## src/rtl/ex_operand_stage.sv

```systemverilog
// ID/EX pipeline register with EX/MEM and MEM/WB operand forwarding and load-use bubble insertion.
// Optional feature: define EXOP_DIV0_TRAP_EN to add the div0_trap output and divide-by-zero squash.
module ex_operand_stage #(
    parameter int W  = 16,
    parameter int RA = 4
) (
    input  logic          clk,
    input  logic          rst,
    input  logic          id_valid,
    input  logic [3:0]    id_ctrl,
    input  logic [RA-1:0] id_rs_a,
    input  logic [RA-1:0] id_rs_b,
    input  logic [W-1:0]  id_a,
    input  logic [W-1:0]  id_b,
    input  logic [W-1:0]  id_imm,
    input  logic          id_use_imm,
    input  logic [RA-1:0] id_rd,
    input  logic          id_wr,
    input  logic          id_load,
    input  logic          xm_valid,
    input  logic          xm_wr,
    input  logic          xm_r15_wr,
    input  logic [RA-1:0] xm_rd,
    input  logic [W-1:0]  xm_res,
    input  logic [W-1:0]  xm_r15,
    input  logic          mw_valid,
    input  logic          mw_wr,
    input  logic          mw_r15_wr,
    input  logic [RA-1:0] mw_rd,
    input  logic [W-1:0]  mw_res,
    input  logic [W-1:0]  mw_r15,
    input  logic          hold,
    input  logic          flush,
    output logic          ex_valid,
    output logic [W-1:0]  ex_a,
    output logic [W-1:0]  ex_b,
    output logic [3:0]    ex_ctrl,
    output logic [RA-1:0] ex_rd,
    output logic          ex_wr,
    output logic          ex_load,
    output logic          stall_id,
    output logic          illegal_op
`ifdef EXOP_DIV0_TRAP_EN
    ,
    output logic          div0_trap
`endif
);

    localparam logic [RA-1:0] R15     = RA'(15);
    localparam logic [3:0]    OP_ADD  = 4'b0000;
    localparam logic [3:0]    OP_DIV  = 4'b0011;
    localparam logic [3:0]    OP_LAST = 4'b0101;

    typedef struct packed {
        logic          valid;
        logic [3:0]    ctrl;
        logic [RA-1:0] rs_a;
        logic [RA-1:0] rs_b;
        logic [W-1:0]  a;
        logic [W-1:0]  b;
        logic          use_imm;
        logic [RA-1:0] rd;
        logic          wr;
        logic          load;
    } slot_t;

    slot_t slot_q;
    logic  illegal_q;
    logic  load_use;

    // Returns {hit, value}; the implicit R15 write of mul/div outranks the rd write.
    function automatic logic [W:0] stage_sel(
        input logic [RA-1:0] rs,
        input logic          v,
        input logic          wr,
        input logic          r15_wr,
        input logic [RA-1:0] rd,
        input logic [W-1:0]  res,
        input logic [W-1:0]  r15
    );
        if (v && r15_wr && (rs == R15)) return {1'b1, r15};
        if (v && wr && (rd == rs))      return {1'b1, res};
        return '0;
    endfunction

    assign load_use = slot_q.valid && slot_q.load && slot_q.wr && id_valid &&
                      ((id_rs_a == slot_q.rd) || (!id_use_imm && (id_rs_b == slot_q.rd)));

    assign stall_id = !rst && (hold || load_use);

    // NOTE: sequential state is assigned with <= so every register samples pre-edge values.
    always_ff @(posedge clk) begin
        illegal_q <= 1'b0;
        if (rst || flush) begin
            slot_q <= '0;
        end else if (hold) begin
            slot_q <= slot_q;
        end else if (load_use) begin
            slot_q <= '0;
        end else if (id_valid && (id_ctrl > OP_LAST)) begin
            slot_q    <= '0;
            illegal_q <= 1'b1;
        end else begin
            slot_q.valid   <= id_valid;
            slot_q.ctrl    <= id_ctrl;
            slot_q.rs_a    <= id_rs_a;
            slot_q.rs_b    <= id_rs_b;
            slot_q.a       <= id_a;
            slot_q.b       <= id_use_imm ? id_imm : id_b;
            slot_q.use_imm <= id_use_imm;
            slot_q.rd      <= id_rd;
            slot_q.wr      <= id_wr;
            slot_q.load    <= id_load;
        end
    end

    logic [W:0]   xm_a_sel, mw_a_sel, xm_b_sel, mw_b_sel;
    logic [W-1:0] fwd_a, fwd_b;

    always_comb begin
        xm_a_sel = stage_sel(slot_q.rs_a, xm_valid, xm_wr, xm_r15_wr, xm_rd, xm_res, xm_r15);
        mw_a_sel = stage_sel(slot_q.rs_a, mw_valid, mw_wr, mw_r15_wr, mw_rd, mw_res, mw_r15);
        xm_b_sel = stage_sel(slot_q.rs_b, xm_valid, xm_wr, xm_r15_wr, xm_rd, xm_res, xm_r15);
        mw_b_sel = stage_sel(slot_q.rs_b, mw_valid, mw_wr, mw_r15_wr, mw_rd, mw_res, mw_r15);

        fwd_a = xm_a_sel[W] ? xm_a_sel[W-1:0] :
                mw_a_sel[W] ? mw_a_sel[W-1:0] : slot_q.a;

        if (slot_q.use_imm) fwd_b = slot_q.b;
        else                fwd_b = xm_b_sel[W] ? xm_b_sel[W-1:0] :
                                    mw_b_sel[W] ? mw_b_sel[W-1:0] : slot_q.b;
    end

    always_comb begin
        ex_valid = slot_q.valid;
        ex_a     = slot_q.valid ? fwd_a : '0;
        ex_b     = slot_q.valid ? fwd_b : '0;
        ex_ctrl  = slot_q.valid ? slot_q.ctrl : OP_ADD;
`ifdef EXOP_DIV0_TRAP_EN
        div0_trap = slot_q.valid && (slot_q.ctrl == OP_DIV) && (fwd_b == '0);
        // Squash to add with b=0 so the ALU passes a through and leaves R15 alone.
        if (div0_trap) begin
            ex_ctrl = OP_ADD;
            ex_b    = '0;
        end
`endif
    end

    assign ex_rd      = slot_q.rd;
    assign ex_wr      = slot_q.wr;
    assign ex_load    = slot_q.load;
    assign illegal_op = illegal_q;

endmodule

```

## config.mk

```make
export PLATFORM = sky130hd
export DESIGN_NAME = ex_operand_stage
export DESIGN_NICKNAME = d
export VERILOG_FILES = /design/src/rtl/ex_operand_stage.sv
export SDC_FILE = /design/constraint.sdc
export NUM_CORES = 1
export LEC_CHECK = 0
export BUFFER_PORTS_ARGS = -buffer_cell sky130_fd_sc_hd__buf_2
export CORE_ASPECT_RATIO = 1.4
export CORE_MARGIN = 2
export CORE_UTILIZATION = 35
export DETAILED_ROUTE_END_ITERATION = 10
export PLACE_DENSITY = 0.73
export SLEW_MARGIN = 40
export SYNTH_ARGS = -nofsm -noshare
export SYNTH_HDL_FRONTEND = slang
export SYNTH_SLANG_ARGS = --single-unit
```

## constraint.sdc

```tcl
create_clock -name clk -period 6.2 [get_ports clk]
set_clock_uncertainty 0.1 [all_clocks]
set_input_delay 1.24 -clock clk [delete_from_list [all_inputs] [get_ports clk]]
set_output_delay 1.24 -clock clk [all_outputs]
set_load 0.005 [all_outputs]
```

==> results of run 1 <==
==> sequential cells by signal, indices dropped and copies added, names as in the netlist <==
| signal | cells |
|---|---|
| slot_q | 45 |
| ex_wr | 1 |
| ex_rd | 4 |
| ex_valid | 1 |
| illegal_op | 1 |
| ex_load | 1 |
==> Yosys cell counts, types with 2 or more instances <==
cell type / number
nand2b_1: 2
a21oi_1: 2
nor2b_1: 2
inv_1: 15
mux2i_1: 31
nor3_1: 5
dfxtp_1: 53
or2_2: 4
nand4_1: 3
a22o_1: 2
a211oi_1: 16
o41ai_1: 16
buf_6: 2
o221ai_2: 10
xnor2_1: 10
xor2_1: 14
and2_1: 19
o21ai_0: 53
mux2_2: 16
a31oi_1: 15
o31ai_1: 2
buf_4: 5
nand2_1: 4
a211o_1: 3
nor4_1: 3
buf_1: 3
nor2_2: 2
nand3_1: 103
buf_2: 8
o2bb2ai_1: 15
clkbuf_1: 36
nor2_1: 24
and3_1: 2
o221ai_1: 4
==> kinds of logic (layout without fill, tap and decap cells) <==
logic type      Yosys count  count (layout)  synth area share (%)
simple gates            176             176                 22.28
mux                      47              47                 12.13
buf+inv                  69             225                 7.488
compound gates          145             145                 26.67
other cells               0               1                     0
xor+xnor                 24              24                 5.198
flops                    53              53                 26.24
==> power by group <==
part	leakage (nW)	switching, W	internal [W]	total (W)
combinational	1.74	0.0000836	0.0000676	0.000151
clock	0.0799	0.000127	0.000171	0.000299
sequential	0.431	0.00000795	0.000350	0.000358
total	2.25	0.000219	0.000589	0.000808
==> worst max-delay path by stage <==
stage / slack (ns) / cells after the start / endpoint
detailed placement: 1.64 / 7 / ex_a[0]
finish: 1.63 / 7 / ex_a[0]
CTS: 1.63 / 7 / ex_a[0]
floorplan: 2.37 / 6 / ex_a[10]
global placement: 1.49 / 7 / ex_a[0]
global route: 1.47 / 7 / ex_a[0]
==> cell usage in the layout, fill, tap and decap left out, types with 2 or more instances in the layout <==
cell type / count
a211oi_1: 16
buf_2: 194
a22o_1: 2
mux2_2: 16
and2_1: 19
a211o_1: 3
and3_1: 2
xor2_1: 14
nand2_1: 4
or2_2: 4
nor3_1: 5
dfxtp_1: 52
nand2b_1: 2
o2bb2ai_1: 15
o221ai_2: 10
o221ai_1: 4
nor2_1: 22
nor4_1: 3
nor2_2: 3
o41ai_1: 16
xnor2_1: 10
o31ai_1: 2
buf_4: 7
clkbuf_16: 5
clkbuf_8: 2
a21oi_1: 2
inv_1: 15
o21ai_0: 53
nand4_1: 3
nor2b_1: 2
a31oi_1: 15
mux2i_1: 31
nand3_1: 103
==> layout make-up <==
type | instances | share of cell area (%)
sequential | 53 | 20.42
timing repair buffer | 202 | 19.89
multi-input combinational | 392 | 52.06
clock inverter | 1 | 0.09622
tap | 144 | 3.464
clock buffer | 7 | 2.935
antenna | 1 | 0.04811
inverter | 15 | 1.083
==> worst max-delay path, cell delays in order <==
cell and delay (ns):
buf_2 0.12, xor2_1 0.14, nor3_1 0.31, and2_1 0.64, nor3_4 0.23, a211oi_1 0.36
buf_2 0.18
==> per-stage QoR <==
step | instances | worst slack, ns | hold WS (ns) | util [%] | instance area, sq um
2_1_floorplan | 514 | 2.374 | 0.3437 | - | 4044
3_3_place_gp | 806 | 1.487 | 0.3554 | 44.57 | 5027
3_5_place_dp | 806 | 1.637 | 0.3658 | 44.65 | 5037
4_1_cts | 814 | 1.633 | 0.3841 | 46.05 | 5195
5_1_grt | 815 | 1.472 | 0.4125 | 46.11 | 5201
6_report | 815 | 1.633 | 0.3803 | 46.11 | 5201
==> metal layers <==
layer	up-vias	part of all wire [%]	GRT usage, %
met2	178	51	43.54
li1	2238	-	-
met5	-	0	0
met3	33	7.0	4.644
met1	2173	38	27.57
met4	0	4.0	10.63
==> out/qor.txt, run 1 <==
Status: finished clean
Syn_nets: 664
FF+latch count, synth: 53
Starting Density: 35.85%
CTS tree: built
Vias in the first global route: 4,537
Fin crit share: 73.66%
Die footprint: 0.01244 sq mm
Max Slew Vio Count: 0
Routed len/inst: 19.08 microns
Mapped cell area: 0.004044 sq mm
Via count: 4,622
Vias per inst: 5.671
Number of synthesized flops with an enable pin: 0
Prevailing post-synth register cell: dfxtp_1
Power Density: 155.3 mW/mm^2
Final Critical Period: 4.567 ns
VDD IR max: 0.09877 mV
Worst-margin pin slew: 0.8044 ns
# IOs: 195
IO Port Bufs: 194
RePlAce Congestion: 0.8977
H-tree depth: 2
Share of cells above drive strength 1: 37.31%
FF/Latch Area: 0.001062 sq mm
FF-to-FF End: slot_q[17]$_SDFFE_PP0N_
DRC Markers: 0
Crit path DAT: 3.23 ns
Multi-input gate area: 0.002708 sq mm
CP required: 4.86 ns
Critical path startpoint category: primary input
MaxCap Viol Count: 0
Crit path from: xm_rd[2]
RSZ-0062 raised after global routing: no
CP Class: primary input to output pin
Global-route wire length before repair: 23,540 microns
DRT Pass-1 Iters: 4
Routed WL: 15,550 microns
DRT iter0 DRCs: 284
Area Growth Syn to Fin: 28.62%
Post CTS Setup Buffer Count: 0
Netlist cell types: 44
Worst slew margin: 46.38%
Total power: 0.0008080 W
CTS Sinks: 53
Worst flop-to-flop path startpoint: ex_rd[2]$_SDFFE_PP0N_
# fillers: 1,220
Die Span Y: 131.2 microns
Grt ovf: 0
Sequential area share after synthesis: 26.24%
Hold Path Sink: slot_q[14]$_SDFFE_PP0N_
Clock transition at path regs: 0.07 ns
Pleak: 2.248 nW
Syn Inst Count: 514
Fraction of registers with async set/reset: 0%
Rows: 46
R2R cell count: 6
Hold_sp: slot_q[14]$_SDFFE_PP0N_
Max clock buf depth: 2
Max FO, Critical Path: 17
Dpl hpwl: 11,670 microns
Hold Path Class: flop to flop
Number of buffers created by CTS: 5
Post-cts resize count: 0
GRT Resource Usage Total: 24.44%
Post-route ant nets: 0
Hold buffers post-CTS: 0
Hold Vio Cnt, Final: 0
Top cells by area, synth: dfxtp_1 26%, nand3_1 13%, mux2i_1 7.7%
Top cell type's share of synthesized area: 26.24%
Worst skew pair latency: 0.29 ns
CTS root buffer: clkbuf_16
R2r setup slk: 4.08 ns
Fmax achieved: 0.2190 GHz
CP Capture Type: output pin
Hold Path Depth: 2
Largest net degree at the start of global routing: 87
Yosys warns: 0
Finish-stage setup viols: 0
Die X: 94.85 microns
Fin Setup TNS: 0 ns
Final nets: 819
Initial antenna violation count: 1
Core area: 0.01128 sq mm
Cell taking the most area after synthesis: dfxtp_1
Syn_area_per_cell: 7.867 sq um
Note: power is estimated with default switching activity, not from simulation.
==> inputs of run 2 (changes only) <==
- PLACE_DENSITY: 0.73 -> 0.76
- clock period: 6.2 -> 4.2 ns (I/O delays scaled with it)
==> run 2 against run 1 <==
Design area grew 0.77%. Utilization grew 0.35 points. Setup slack lost 1.0 ns. Non-clock buffer count grew 4. Highest routed layer unchanged.
==> out/qor.txt, run 2 (synthesis gave the netlist of run 1 again) <==
Clk pwr share: 39.0% (+2.0 points)
ANT cells: 0 (-1)
Dpl hpwl: 11,990 microns (+2.8%)
Largest net degree at the start of global routing: 54 (-38%)
Finish-stage setup viols: 0 (unchanged)
Post-route ant nets: 0 (unchanged)
Fin area: 0.005241 sq mm (+0.77%)
Worst slew margin: 53.50% (+7.1 points)
Most flops, register: slot_q
Max clock buf depth: 2 (unchanged)
Total power: 0.001234 W (+53%)
Pint: 0.0009152 W (+55%)
Crit path DAT: 2.66 ns (-0.57 ns)
Worst-margin pin slew: 0.6944 ns (-0.1099 ns)
Starting Density: 35.85% (unchanged)
CTS root buffer: clkbuf_16
Vias per inst: 5.677 (+0.11%)
RSZ-0062 raised after global routing: no
Max Slew Vio Count: 0 (unchanged)
CP most frequent cell: buf_2
Hold_sp: slot_q[49]$_SDFFE_PP0N_
Combinational share of power: 18.2% (-0.5 points)
Final worst setup slack: 0.5976 ns (-1.035 ns)
DRT iter0 DRCs: 208 (-27%)
Hold Path Class: flop to flop
Crit. path cell count: 7 (unchanged)
Die X: 94.85 microns (unchanged)
Placed cells: 810 (+0.50%)
Cell Chain, Critical Path: buf_2 > xor2_1 > nor3_1 > nand2_2 > mux2i_1 > a211oi_1 > buf_2
Initial antenna violation count: 0 (-1)
DRC Markers: 0 (unchanged)
VDD IR max: 0.2010 mV (+100%)
IO Port Bufs: 194 (unchanged)
Flop pwr share: 42.7% (-1.6 points)
Pleak: 2.272 nW (+1.1%)
Global-route wire length before repair: 23,490 microns (-0.20%)
Commonest non-fill, non-tap cell in the layout: buf_2
Area Growth Syn to Fin: 29.61%
Fmax achieved: 0.2776 GHz
Place WS: 0.6455 ns (-0.9916 ns)
Most frequent cells in the layout: 194 x buf_2, 103 x nand3_1, 53 x o21ai_0, 53 x dfxtp_1, 31 x mux2i_1
Hold Vio Cnt, Final: 0 (unchanged)
Max FO, Critical Path: 15 (-2)
CP required: 3.26 ns (-1.60 ns)
Max FFs per register: 45 (unchanged)
Final non-filler cell total: 818 (+0.37%)
Clock transition at path regs: 0.07 ns (about the same)
# IOs: 195 (unchanged)
Via count: 4,644 (+0.48%)
Number of buffers created by CTS: 5 (unchanged)
RePlAce Congestion: 0.8525 (-5.0%)
CP Class: primary input to output pin
Switch Pwr: 0.0003188 W (+46%)
Final nets: 823 (+0.49%)
H-tree depth: 2 (unchanged)
Critical path's largest stage delay: 0.43 ns (-0.21 ns)
Fin Setup TNS: 0 ns (unchanged)
Rows: 46 (unchanged)
Grt ovf: 0 (unchanged)
Die Span Y: 131.2 microns (unchanged)
Switching share of power: 25.83% (-1.3 points)
Hold buffers post-CTS: 0 (unchanged)
Status: finished clean
Share of cells above drive strength 1: 37.54% (+0.22 points)
Routed len/inst: 18.71 microns (-1.9%)
Critical path's top delay family: simple AND/OR/NAND/NOR gates
Core area: 0.01128 sq mm (unchanged)
Die footprint: 0.01244 sq mm (unchanged)
Fin crit share: 85.77%
Critical path startpoint category: primary input
Post-cts resize count: 0 (unchanged)
Vias in the first global route: 4,411 (-2.8%)
CTS Sinks: 53 (unchanged)
CP Capture Type: output pin
Post-placement cell area: 0.005069 sq mm (+0.62%)
Routed WL: 15,310 microns (-1.6%)
Crit path from: mw_rd[1]
Post CTS Setup Buffer Count: 0 (unchanged)
Power Density: 235.4 mW/mm^2 (+52%)
R2R cell count: 6 (unchanged)
CTS tree: built
Worst skew pair latency: 0.29 ns (about the same)
DRT Pass-1 Iters: 4 (unchanged)
Hold Path Depth: 2 (unchanged)
Worst flop-to-flop path startpoint: ex_rd[2]$_SDFFE_PP0N_
Critical-path top delay cell: nor3_1
WP buf/inv: 2 (unchanged)
GRT Resource Usage Total: 24.22% (-0.22 points)
Final Critical Period: 3.602 ns
MaxCap Viol Count: 0 (unchanged)
==> run 2: through the flow <==
step / hold slack, ns / utilization (%)
2_1_floorplan: 0.3437 / -
3_3_place_gp: 0.3545 / 44.83
3_5_place_dp: 0.3676 / 44.93
4_1_cts: 0.3825 / 46.46
5_1_grt: 0.4073 / 46.46
6_report: 0.3797 / 46.46
==> run 2: path summary, 6_finish.rpt <==
kind | endpoint | slack, ns
worst max register to register | slot_q[13]$_SDFFE_PP0N_ | 2.06
worst min register to register | slot_q[49]$_SDFFE_PP0N_ | 0.38
worst min-delay path | slot_q[49]$_SDFFE_PP0N_ | 0.38
worst max-delay path | ex_a[10] | 0.60
==> run 2: area by class of cell <==
type	instances	area [sq um]
sequential	53	1061
fill	1181	6040
clock inverter	1	30.03
multi-input combinational	392	2710
clock buffer	7	142.6
timing repair buffer	206	1061
inverter	15	56.30
tap	144	180.2
==> run 2: power by group through the flow <==
stage	clock (W)	combinational [W]	sequential [W]
after floorplan	0	0.000111	0.000536
after global placement	0	0.000223	0.000539
after detailed placement	0	0.000225	0.000539
after CTS	0.000487	0.000226	0.000527
after global routing	0.000512	0.000248	0.000529
final	0.000481	0.000225	0.000527
==> run 2: worst reg2reg max path, delay by kind of cell, from the launching register on <==
| kind | cells | cell delay (ns) |
|---|---|---|
| xor+xnor | 1 | 0.16 |
| flops | 1 | 0.44 |
| buf+inv | 1 | 0.29 |
| compound gates | 3 | 0.98 |
| simple gates | 1 | 0.05 |
==> run 2: layer usage <==
metal  routed length (microns)  track usage, %
met1                      5687           27.58
met2                      7769           42.63
met3                      1262           5.505
met4                       587           9.742
met5                         0               0
==> inputs of run 3 (changes only) <==
- ABC_AREA: not set -> 1
- PLACE_DENSITY: 0.76 -> 0.74
- TNS_END_PERCENT: not set -> 5
==> run 3 against run 2 <==
Count of clock-buffer cells in the layout down 2. Setup slack better by 0.18 ns. First-iteration DRC count up 57%. Largest power group unchanged.
==> out/qor.txt, run 3 <==
Cell Chain, Critical Path: buf_2 > inv_1 > nand2_1 > nand2_1 > nor2_1 > nand4_2 > nand2_2 > inv_2 > a21oi_1 > buf_2
RePlAce Congestion: 1.007 (+18%)
Final core area utilization: 44.69% (-1.8 points)
Critical path startpoint category: primary input
Sequential area share after synthesis: 22.82% (-3.4 points)
Share of cells above drive strength 1: 24.31% (-13 points)
Max FFs per register: 45 (unchanged)
Hold buffers post-CTS: 0 (unchanged)
Most flops, register: slot_q
Clk pwr share: 34.3% (-4.7 points)
Fraction of registers with async set/reset: 0% (unchanged)
R2R cell count: 8 (+2)
Switching share of power: 29.73% (+3.9 points)
CTS root buffer: clkbuf_16
Starting Density: 35.94% (+0.094 points)
Crit. path cell count: 10 (+3)
Post-route ant nets: 0 (unchanged)
Worst skew pair latency: 0.30 ns (about the same)
Top cells by area, synth: dfxtp_1 23%, nand2_1 17%, o21ai_0 9.3%
RSZ-0062 raised after global routing: no
Grt ovf: 0 (unchanged)
Global-route wire length before repair: 27,580 microns (+17%)
Crit path DAT: 2.48 ns (-0.18 ns)
Clock transition at path regs: 0.07 ns (about the same)
R2r setup slk: 2.00 ns (-0.06 ns)
Power Density: 208.7 mW/mm^2 (-11%)
Pint: 0.0008478 W (-7.4%)
VDD IR max: 0.1611 mV (-20%)
DRT Pass-1 Iters: 6 (+2)
Fmax achieved: 0.2923 GHz (+5.3%)
Flop pwr share: 44.0% (+1.3 points)
Hold_sp: slot_q[28]$_SDFFE_PP0N_
Die Span Y: 140.4 microns (+7.0%)
# fillers: 1,446 (+22%)
Via count: 5,829 (+26%)
Largest net degree at the start of global routing: 54 (unchanged)
Post-cts resize count: 0 (unchanged)
Fin crit share: 81.47% (-4.3 points)
CTS tree: built
Number of buffers created by CTS: 5 (unchanged)
Final Critical Period: 3.422 ns (-0.1808 ns)
Die X: 101.4 microns (+6.9%)
Fin area: 0.005781 sq mm (+10%)
Post CTS Setup Buffer Count: 0 (unchanged)
Status: finished clean
Yosys warns: 0 (unchanged)
GRT Resource Usage Total: 24.50% (+0.27 points)
Worst-margin pin slew: 0.8117 ns (+0.1172 ns)
Top cell type's share of synthesized area: 22.82% (-3.4 points)
Syn Inst Count: 823 (+60%)
Fin Setup TNS: 0 ns (unchanged)
Commonest non-fill, non-tap cell in the layout: nand2_1
DRT iter0 DRCs: 326 (+57%)
Max clock buf depth: 2 (unchanged)
Hold Path Class: flop to flop
# IOs: 195 (unchanged)
Vias per inst: 5.051 (-11%)
Initial antenna violation count: 1 (+1)
Post-placement cell area: 0.005634 sq mm (+11%)
Dpl hpwl: 13,800 microns (+15%)
CTS Sinks: 53 (unchanged)
Most frequent cells in the layout: 208 x nand2_1, 194 x buf_2, 93 x inv_1
Die footprint: 0.01424 sq mm (+14%)
Critical path's largest stage delay: 0.43 ns (about the same)
Placed cells: 1,145 (+41%)
Vias in the first global route: 5,402 (+22%)
Cell taking the most area after synthesis: dfxtp_1
MaxCap Viol Count: 0 (unchanged)
Max Slew Vio Count: 0 (unchanged)
Critical-path top delay cell: nand4_2
CP required: 3.26 ns (about the same)
Area Growth Syn to Fin: 24.33%
IO Port Bufs: 194 (unchanged)
Prevailing post-synth register cell: dfxtp_1
Finish-stage setup viols: 0 (unchanged)
Critical path's top delay family: simple AND/OR/NAND/NOR gates
Worst slew margin: 45.76% (-7.7 points)
Routed WL: 17,750 microns (+16%)
Final nets: 1,124 (+37%)
Max FO, Critical Path: 16 (+1)
WP buf/inv: 4 (+2)
Netlist cell types: 31 (-30%)
Pleak: 3.023 nW (+33%)
Hold Vio Cnt, Final: 0 (unchanged)
Final non-filler cell total: 1,154 (+41%)
Mapped cell area: 0.004649 sq mm (+15%)
Number of synthesized flops with an enable pin: 0 (unchanged)
Syn_area_per_cell: 5.649 sq um (-28%)
Rows: 49 (+6.5%)
Synth cell count leaders: 208 x nand2_1, 94 x inv_1, 92 x nor2_1, 86 x o21ai_0, 61 x nand3_1
FF+latch count, synth: 53 (unchanged)
Hold slack: 0.3515 ns (-0.02826 ns)
CP Class: primary input to output pin
Core area: 0.01294 sq mm (+15%)
Switch Pwr: 0.0003586 W (+13%)
Routed len/inst: 15.38 microns (-18%)
Syn_nets: 973 (+47%)
Most numerous cell in the Yosys netlist: nand2_1
Worst flop-to-flop path startpoint: ex_rd[1]$_SDFFE_PP0N_
CP Capture Type: output pin
DRC Markers: 0 (unchanged)
H-tree depth: 2 (unchanged)
FF-to-FF End: slot_q[19]$_SDFFE_PP0N_
Hold Path Sink: slot_q[28]$_SDFFE_PP0N_
Hold Path Depth: 2 (unchanged)
Combinational share of power: 21.7% (+3.5 points)
==> run 3: changes by cell type after synthesis, moves of 33 or more <==
cell,before,now
a21oi_1,2,39
o21ai_0,53,86
nand3_1,103,61
nor2_1,24,92
nand2_1,4,208
inv_1,15,94
==> run 3: power groups by stage <==
stage          registers, W  logic (W)  clock network (W)
2_1_floorplan      0.000537   0.000141                  0
3_3_place_gp       0.000542   0.000259                  0
3_5_place_dp       0.000542   0.000260                  0
4_1_cts            0.000531   0.000260           0.000418
5_1_grt            0.000533   0.000293           0.000441
6_report           0.000531   0.000261           0.000414
==> run 3: worst min-delay path: stages (launching register included) <==
cell and delay [ns]:
dfxtp_1 0.31, nand2_1 0.06, nand2_1 0.04
==> run 3: metal layers <==
| metal | vias to the layer above | wire length (microns) | track usage [%] |
|---|---|---|---|
| met5 | - | 0 | 0 |
| met4 | 0 | 501 | 7.752 |
| met3 | 35 | 1156 | 3.443 |
| met2 | 244 | 8819 | 43.15 |
| met1 | 2593 | 7274 | 30.28 |
| li1 | 2957 | - | - |
==> run 3: through the flow <==
step,total power [W],setup WS (ns)
2_1_floorplan,0.0006781,1.492
3_3_place_gp,0.0008008,0.7830
3_5_place_dp,0.0008018,0.7731
5_1_grt,0.001267,0.5745
6_report,0.001206,0.7784
4_1_cts,0.001209,0.7680
==> run 3: kinds of logic after synthesis <==
family          count (synthesis)  share of synthesized area (%)
buf+inv                       159                          14.34
compound gates                169                          19.83
xor+xnor                       12                          2.260
flops                          53                          22.82
simple gates                  430                          40.74
==> run 3: layout make-up <==
| cell class | count | area, sq um | area share [%] |
|---|---|---|---|
| Sequential cell | 53 | 1062 | 18.38 |
| Inverter | 99 | 375.4 | 6.494 |
| Antenna cell | 1 | 2.502 | 0.04329 |
| Clock inverter | 3 | 17.52 | 0.3030 |
| Multi-Input combinational cell | 611 | 2929 | 50.67 |
| Clock buffer | 5 | 125.1 | 2.165 |
| Timing Repair Buffer | 204 | 1046 | 18.10 |
| Tap cell | 178 | 222.7 | 3.853 |
==> run 3: worst max-delay path by stage <==
stage | slack (ns) | end | start
global route | 0.57 | ex_a[0] | xm_rd[0]
finish | 0.78 | ex_a[0] | xm_rd[0]
CTS | 0.77 | ex_a[0] | xm_rd[0]
floorplan | 1.49 | ex_b[14] | xm_valid
detailed placement | 0.77 | ex_a[0] | xm_rd[0]
global placement | 0.78 | ex_a[0] | xm_rd[0]
